$ cat src/rtl/window_pkg.sv
// Shared FSM encodings, read-enable codes and address helper for the window fetcher.
package window_pkg;

   localparam logic [1:0] S_IDLE  = 2'd0;
   localparam logic [1:0] S_ISSUE = 2'd1;
   localparam logic [1:0] S_WAIT  = 2'd2;
   localparam logic [1:0] S_DONE  = 2'd3;

   localparam logic [1:0] REN_READ = 2'b10;
   localparam logic [1:0] REN_IDLE = 2'b00;

   localparam int unsigned CALC_W = 64;

   // Linear pixel address; callers truncate to their bus width.
   function automatic logic [CALC_W-1:0] win_addr(input logic [CALC_W-1:0] r,
                                                  input logic [CALC_W-1:0] c,
                                                  input logic [CALC_W-1:0] img_width,
                                                  input logic [CALC_W-1:0] base);
      return base + r * img_width + c;
   endfunction

endpackage

$ cat src/rtl/window_coord_gen.sv
// Combinational window-pixel coordinate generator: raw signed (r,c), in-image flag, clamped (r,c).
module window_coord_gen
   import window_pkg::*;
#(
   parameter int unsigned WINDOW_SIZE = 3,
   parameter int unsigned BUS_WIDTH   = 32,
   parameter int unsigned IMG_WIDTH   = 512,
   parameter int unsigned IMG_HEIGHT  = 512,
   parameter int unsigned KW          = 4
) (
   input  logic [KW-1:0]          k,
   input  logic [BUS_WIDTH-1:0]   rcen,
   input  logic [BUS_WIDTH-1:0]   ccen,
   output logic signed [BUS_WIDTH:0] r,
   output logic signed [BUS_WIDTH:0] c,
   output logic                   in_image,
   output logic [BUS_WIDTH-1:0]   r_clamp,
   output logic [BUS_WIDTH-1:0]   c_clamp
);

   localparam int unsigned SW   = BUS_WIDTH + 1;
   localparam int unsigned HALF = WINDOW_SIZE / 2;

   logic [KW-1:0] row_off;
   logic [KW-1:0] col_off;
   logic          row_in;
   logic          col_in;

   always_comb begin
      row_off = KW'(k / KW'(WINDOW_SIZE));
      col_off = KW'(k % KW'(WINDOW_SIZE));
      r = $signed({1'b0, rcen}) - $signed(SW'(HALF)) + $signed(SW'(row_off));
      c = $signed({1'b0, ccen}) - $signed(SW'(HALF)) + $signed(SW'(col_off));
      row_in   = !r[SW-1] && (r[BUS_WIDTH-1:0] < BUS_WIDTH'(IMG_HEIGHT));
      col_in   = !c[SW-1] && (c[BUS_WIDTH-1:0] < BUS_WIDTH'(IMG_WIDTH));
      in_image = row_in && col_in;
      // Edge replication: negative goes to 0, past the edge goes to the last row/column.
      r_clamp = r[SW-1] ? '0 :
                (r[BUS_WIDTH-1:0] >= BUS_WIDTH'(IMG_HEIGHT)) ? BUS_WIDTH'(IMG_HEIGHT - 1) :
                r[BUS_WIDTH-1:0];
      c_clamp = c[SW-1] ? '0 :
                (c[BUS_WIDTH-1:0] >= BUS_WIDTH'(IMG_WIDTH)) ? BUS_WIDTH'(IMG_WIDTH - 1) :
                c[BUS_WIDTH-1:0];
   end

endmodule

$ cat src/rtl/window_fetcher.sv
// Fetches a WSxWS pixel window around (row,col), one memory read per pixel, and holds it until Ack.
// Define WINDOW_BORDER_CLAMP_EN for edge replication; otherwise out-of-image pixels are zero-filled.
module window_fetcher
   import window_pkg::*;
#(
   parameter int unsigned WINDOW_SIZE = 3,
   parameter int unsigned DATA_WIDTH  = 24,
   parameter int unsigned BUS_WIDTH   = 32,
   parameter int unsigned IMG_WIDTH   = 512,
   parameter int unsigned IMG_HEIGHT  = 512,
   parameter int unsigned BASE_ADDR   = 0
) (
   input  logic                                         Wfet_Clk,
   input  logic                                         Wfet_Rset,
   input  logic                                         Wfet_Start,
   input  logic [BUS_WIDTH-1:0]                         Wfet_Rcen,
   input  logic [BUS_WIDTH-1:0]                         Wfet_Ccen,
   input  logic [DATA_WIDTH-1:0]                        Wfet_MemData,
   input  logic                                         Wfet_DRDY,
   input  logic                                         Wfet_Ack,
   output logic [BUS_WIDTH-1:0]                         Wfet_MemAddr,
   output logic [1:0]                                   Wfet_Ren,
   output logic [DATA_WIDTH*WINDOW_SIZE*WINDOW_SIZE-1:0] Wfet_Data,
   output logic                                         Wfet_RDY,
   output logic                                         Wfet_Busy
);

   localparam int unsigned NPIX = WINDOW_SIZE * WINDOW_SIZE;
   localparam int unsigned KW   = $clog2(NPIX);

   logic [1:0]            state, state_n;
   logic [KW-1:0]         k, k_n;
   logic [BUS_WIDTH-1:0]  rcen, rcen_n, ccen, ccen_n;
   logic [BUS_WIDTH-1:0]  addr_n;
   logic [1:0]            ren_n;
   logic                  rdy_n, busy_n;
   logic                  slot_we;
   logic [DATA_WIDTH-1:0] slot_wdata;
   logic                  zero_fill;
   logic [DATA_WIDTH-1:0] slots [NPIX];

   logic signed [BUS_WIDTH:0] r_raw, c_raw;
   logic                      in_image;
   logic [BUS_WIDTH-1:0]      r_clamp, c_clamp;
   logic                      unused_coord;

   window_coord_gen #(
      .WINDOW_SIZE (WINDOW_SIZE),
      .BUS_WIDTH   (BUS_WIDTH),
      .IMG_WIDTH   (IMG_WIDTH),
      .IMG_HEIGHT  (IMG_HEIGHT),
      .KW          (KW)
   ) u_coord (
      .k        (k),
      .rcen     (rcen),
      .ccen     (ccen),
      .r        (r_raw),
      .c        (c_raw),
      .in_image (in_image),
      .r_clamp  (r_clamp),
      .c_clamp  (c_clamp)
   );

   assign unused_coord = ^{r_raw, c_raw, in_image};

`ifdef WINDOW_BORDER_CLAMP_EN
   assign zero_fill = 1'b0;
`else
   assign zero_fill = !in_image;
`endif

   // Next-state and registered-output values.
   always_comb begin
      state_n    = state;
      k_n        = k;
      rcen_n     = rcen;
      ccen_n     = ccen;
      addr_n     = Wfet_MemAddr;
      ren_n      = REN_IDLE;
      slot_we    = 1'b0;
      slot_wdata = '0;
      case (state)
         S_IDLE: begin
            if (Wfet_Start) begin
               rcen_n  = Wfet_Rcen;
               ccen_n  = Wfet_Ccen;
               k_n     = '0;
               state_n = S_ISSUE;
            end
         end
         S_ISSUE: begin
            if (zero_fill) begin
               slot_we = 1'b1;
               if (k == KW'(NPIX - 1)) begin
                  state_n = S_DONE;
               end else begin
                  k_n     = k + KW'(1);
                  state_n = S_ISSUE;
               end
            end else begin
               addr_n  = BUS_WIDTH'(win_addr(CALC_W'(r_clamp), CALC_W'(c_clamp),
                                             CALC_W'(IMG_WIDTH), CALC_W'(BASE_ADDR)));
               ren_n   = REN_READ;
               state_n = S_WAIT;
            end
         end
         S_WAIT: begin
            if (Wfet_DRDY) begin
               slot_we    = 1'b1;
               slot_wdata = Wfet_MemData;
               if (k == KW'(NPIX - 1)) begin
                  state_n = S_DONE;
               end else begin
                  k_n     = k + KW'(1);
                  state_n = S_ISSUE;
               end
            end
         end
         S_DONE: begin
            if (Wfet_Ack) state_n = S_IDLE;
         end
         default: state_n = S_IDLE;
      endcase
      rdy_n  = (state_n == S_DONE);
      busy_n = (state_n != S_IDLE);
   end

   always_ff @(posedge Wfet_Clk or posedge Wfet_Rset) begin
      if (Wfet_Rset) begin
         state <= S_IDLE;
         k     <= '0;
         rcen  <= '0;
         ccen  <= '0;
      end else begin
         state <= state_n;
         k     <= k_n;
         rcen  <= rcen_n;
         ccen  <= ccen_n;
      end
   end

   always_ff @(posedge Wfet_Clk or posedge Wfet_Rset) begin
      if (Wfet_Rset) begin
         Wfet_MemAddr <= '0;
         Wfet_Ren     <= REN_IDLE;
         Wfet_RDY     <= 1'b0;
         Wfet_Busy    <= 1'b0;
      end else begin
         Wfet_MemAddr <= addr_n;
         Wfet_Ren     <= ren_n;
         Wfet_RDY     <= rdy_n;
         Wfet_Busy    <= busy_n;
      end
   end

   // Window slot bank; contents persist after RDY drops until the next write or reset.
   always_ff @(posedge Wfet_Clk or posedge Wfet_Rset) begin
      if (Wfet_Rset) begin
         for (int i = 0; i < int'(NPIX); i++) slots[i] <= '0;
      end else if (slot_we) begin
         slots[k] <= slot_wdata;
      end
   end

   for (genvar g = 0; g < int'(NPIX); g++) begin : g_pack
      assign Wfet_Data[DATA_WIDTH*(NPIX-g)-1 -: DATA_WIDTH] = slots[g];
   end

endmodule
$ cat config.mk
export PLATFORM = sky130hd
export DESIGN_NAME = window_fetcher
export DESIGN_NICKNAME = d
export VERILOG_FILES = /design/src/rtl/window_pkg.sv /design/src/rtl/window_coord_gen.sv /design/src/rtl/window_fetcher.sv
export SDC_FILE = /design/constraint.sdc
export NUM_CORES = 1
export LEC_CHECK = 0
export ABC_AREA = 1
export CORE_AREA = 2 2 210 212
export DETAILED_ROUTE_END_ITERATION = 7
export DIE_AREA = 0 0 212 214
export PLACE_DENSITY = 0.73
export SLEW_MARGIN = 10
export SYNTH_ARGS = -nofsm -noshare
export SYNTH_HDL_FRONTEND = slang
export SYNTH_HIERARCHICAL = 1
export SYNTH_SLANG_ARGS = --single-unit
$ cat constraint.sdc
create_clock -name Wfet_Clk -period 11.95 [get_ports Wfet_Clk]
set_input_delay 2.39 -clock Wfet_Clk [delete_from_list [all_inputs] [get_ports Wfet_Clk]]
set_output_delay 2.39 -clock Wfet_Clk [all_outputs]
set_load 0.05 [all_outputs]
==> results.toml <==
[layout]
fin_util = 0.575
layout_common_cells = "741 x nand2_1, 408 x inv_1, 343 x clkdlybuf4s50_1"
nFillCells = 3992
synthToLayoutAreaGrowth_pct = 25.9
fin_area_mm2 = 0.0247
drive_gt1_frac = 0.0696
final_common_cell = "nand2_1"
nets = 3176

[worst_setup_path]
cp-end-kind = "flip-flop"
required_ns = 12.43
slowest_stage = "nor2b_1"
path_max_fanout = 40
worstPathArrival_ns = 6.86
r2r_cells = 36
critical_path.startpoint_type = "flip-flop"
timing.setup.critical_path_class = "flip-flop to flip-flop"
cpPeakStageDelay_ns = 0.50

[synthesis]
syn_area_mm2 = 0.0196
avgSynthCellArea_um2 = 7.41
synth_warnings = 6
syn_inst = 2644

[placement]
gp_congestion = 0.935
hpwl_um = 44900
portBuffers = 343
postPlaceCellArea_mm2 = 0.0234

[clocking]
ctsResizeCount = 0
cts_buffer_depth = 3
root_buffer = "clkbuf_16"
cts_tree = "done"
cts.sinks = 321
h-tree-depth = 2
path_clk_slew_ns = 0.06
clock_latency_ns = 0.55
cts_setup_buffers = 0
ctsHoldBuffers = 0
cts_buffers = 37

[timing]
slew_viol_final = 0
finalHoldViolations = 0
min_period_ns = 6.38
max_slew_margin = 0.318
finClkSkew_ns = 0.0178
hold-worst-slack_ns = 0.478
tightestPinTransition_ns = 1.02
fin_crit_sh = 0.534
fin_setup_tns_ns = 0
fmax_mhz = 157
rsz0062_at_grt = "false"
setup_viol = 0

[hold_path]
holdCritPathClass = "flip-flop to flip-flop"
worstHoldPathCells = 2

[floorplan]
io_pins = 345
coreArea_mm2 = 0.0429
dieArea_mm2 = 0.0454
dieWidth_um = 212
fp-row-count = 76
start_util = 0.457
die_y_um = 214

[routing]
dr.pass1.iters = 6
wl_per_cell_um = 16.3
num_vias = 17900
ant_nets = 0
routed_wl_um = 58600
drtIter0Drc = 1245
avgViaCountPerCell = 4.99
drc = 0

[grt]
antenna_found_initial = 0
grt_max_degree = 104
grt_pass1_wl_um = 94400
track_usage = 0.263
overflow = 0
grt_pass1_vias = 17600

[job]
max_cap_viol_count = 0

[outcome]
status = "complete, no violations"
[worst paths after layout]
| path | from | to | slack, ns |
|---|---|---|---|
| max in group asynchronous | Wfet_Rset | Wfet_Data[17] | 7.35 |
| min in group asynchronous | Wfet_Rset | ccen[28] | 2.38 |
| worst min-delay path | Wfet_MemAddr[31] | Wfet_MemAddr[31] | 0.48 |
| worst max-delay path | k[2] | Wfet_RDY | 5.57 |
| worst min register to register | Wfet_MemAddr[31] | Wfet_MemAddr[31] | 0.48 |
| worst max register to register | k[2] | Wfet_RDY | 5.57 |
[layout make-up]
cell class	instances	area [um^2]	area share
timing repair buffer	356	3530	0.143
sequential	321	8030	0.326
antenna	1	2.50	0.000102
clock inverter	15	179	0.00726
multi-input combinational	1842	9540	0.387
tap	585	732	0.0297
clock buffer	51	1060	0.0429
inverter	419	1580	0.0641
[stage by stage]
stage,setup slack [ns],cells
detailed placement,5.63,3523
finish,5.57,3590
global placement,5.99,3523
global route,4.86,3589
CTS,5.59,3589
floorplan,0.675,2680
[sequential cells by signal, indices dropped and copies added, names as in the netlist]
name          flops
Wfet_MemAddr     32
Wfet_RDY          1
Wfet_Ren          1
rcen             32
Wfet_Data       216
ccen             32
k                 4
state             2
Wfet_Busy         1
[layer usage]
metal  wire length, um  track usage
met1             24500        0.339
met2             27300        0.430
met3              4170       0.0481
met4              2670        0.117
met5                 0            0
[worst max-delay path, delay by kind of cell, from the launching register on]
family                   cells  cell delay (ns)
AO/OA/AOI/OAI                4             0.79
buffers and inverters        8             1.11
XOR/XNOR                     1             0.16
AND/OR/NAND/NOR             16             2.07
flip-flops                   1             0.42
adder cells (fa/ha/maj)      6             1.63
multiplexers                 1             0.11
Power is left out: the tool's default activity adds up to more than one toggle a clock period on the data nets, which glitch-free logic cannot reach.
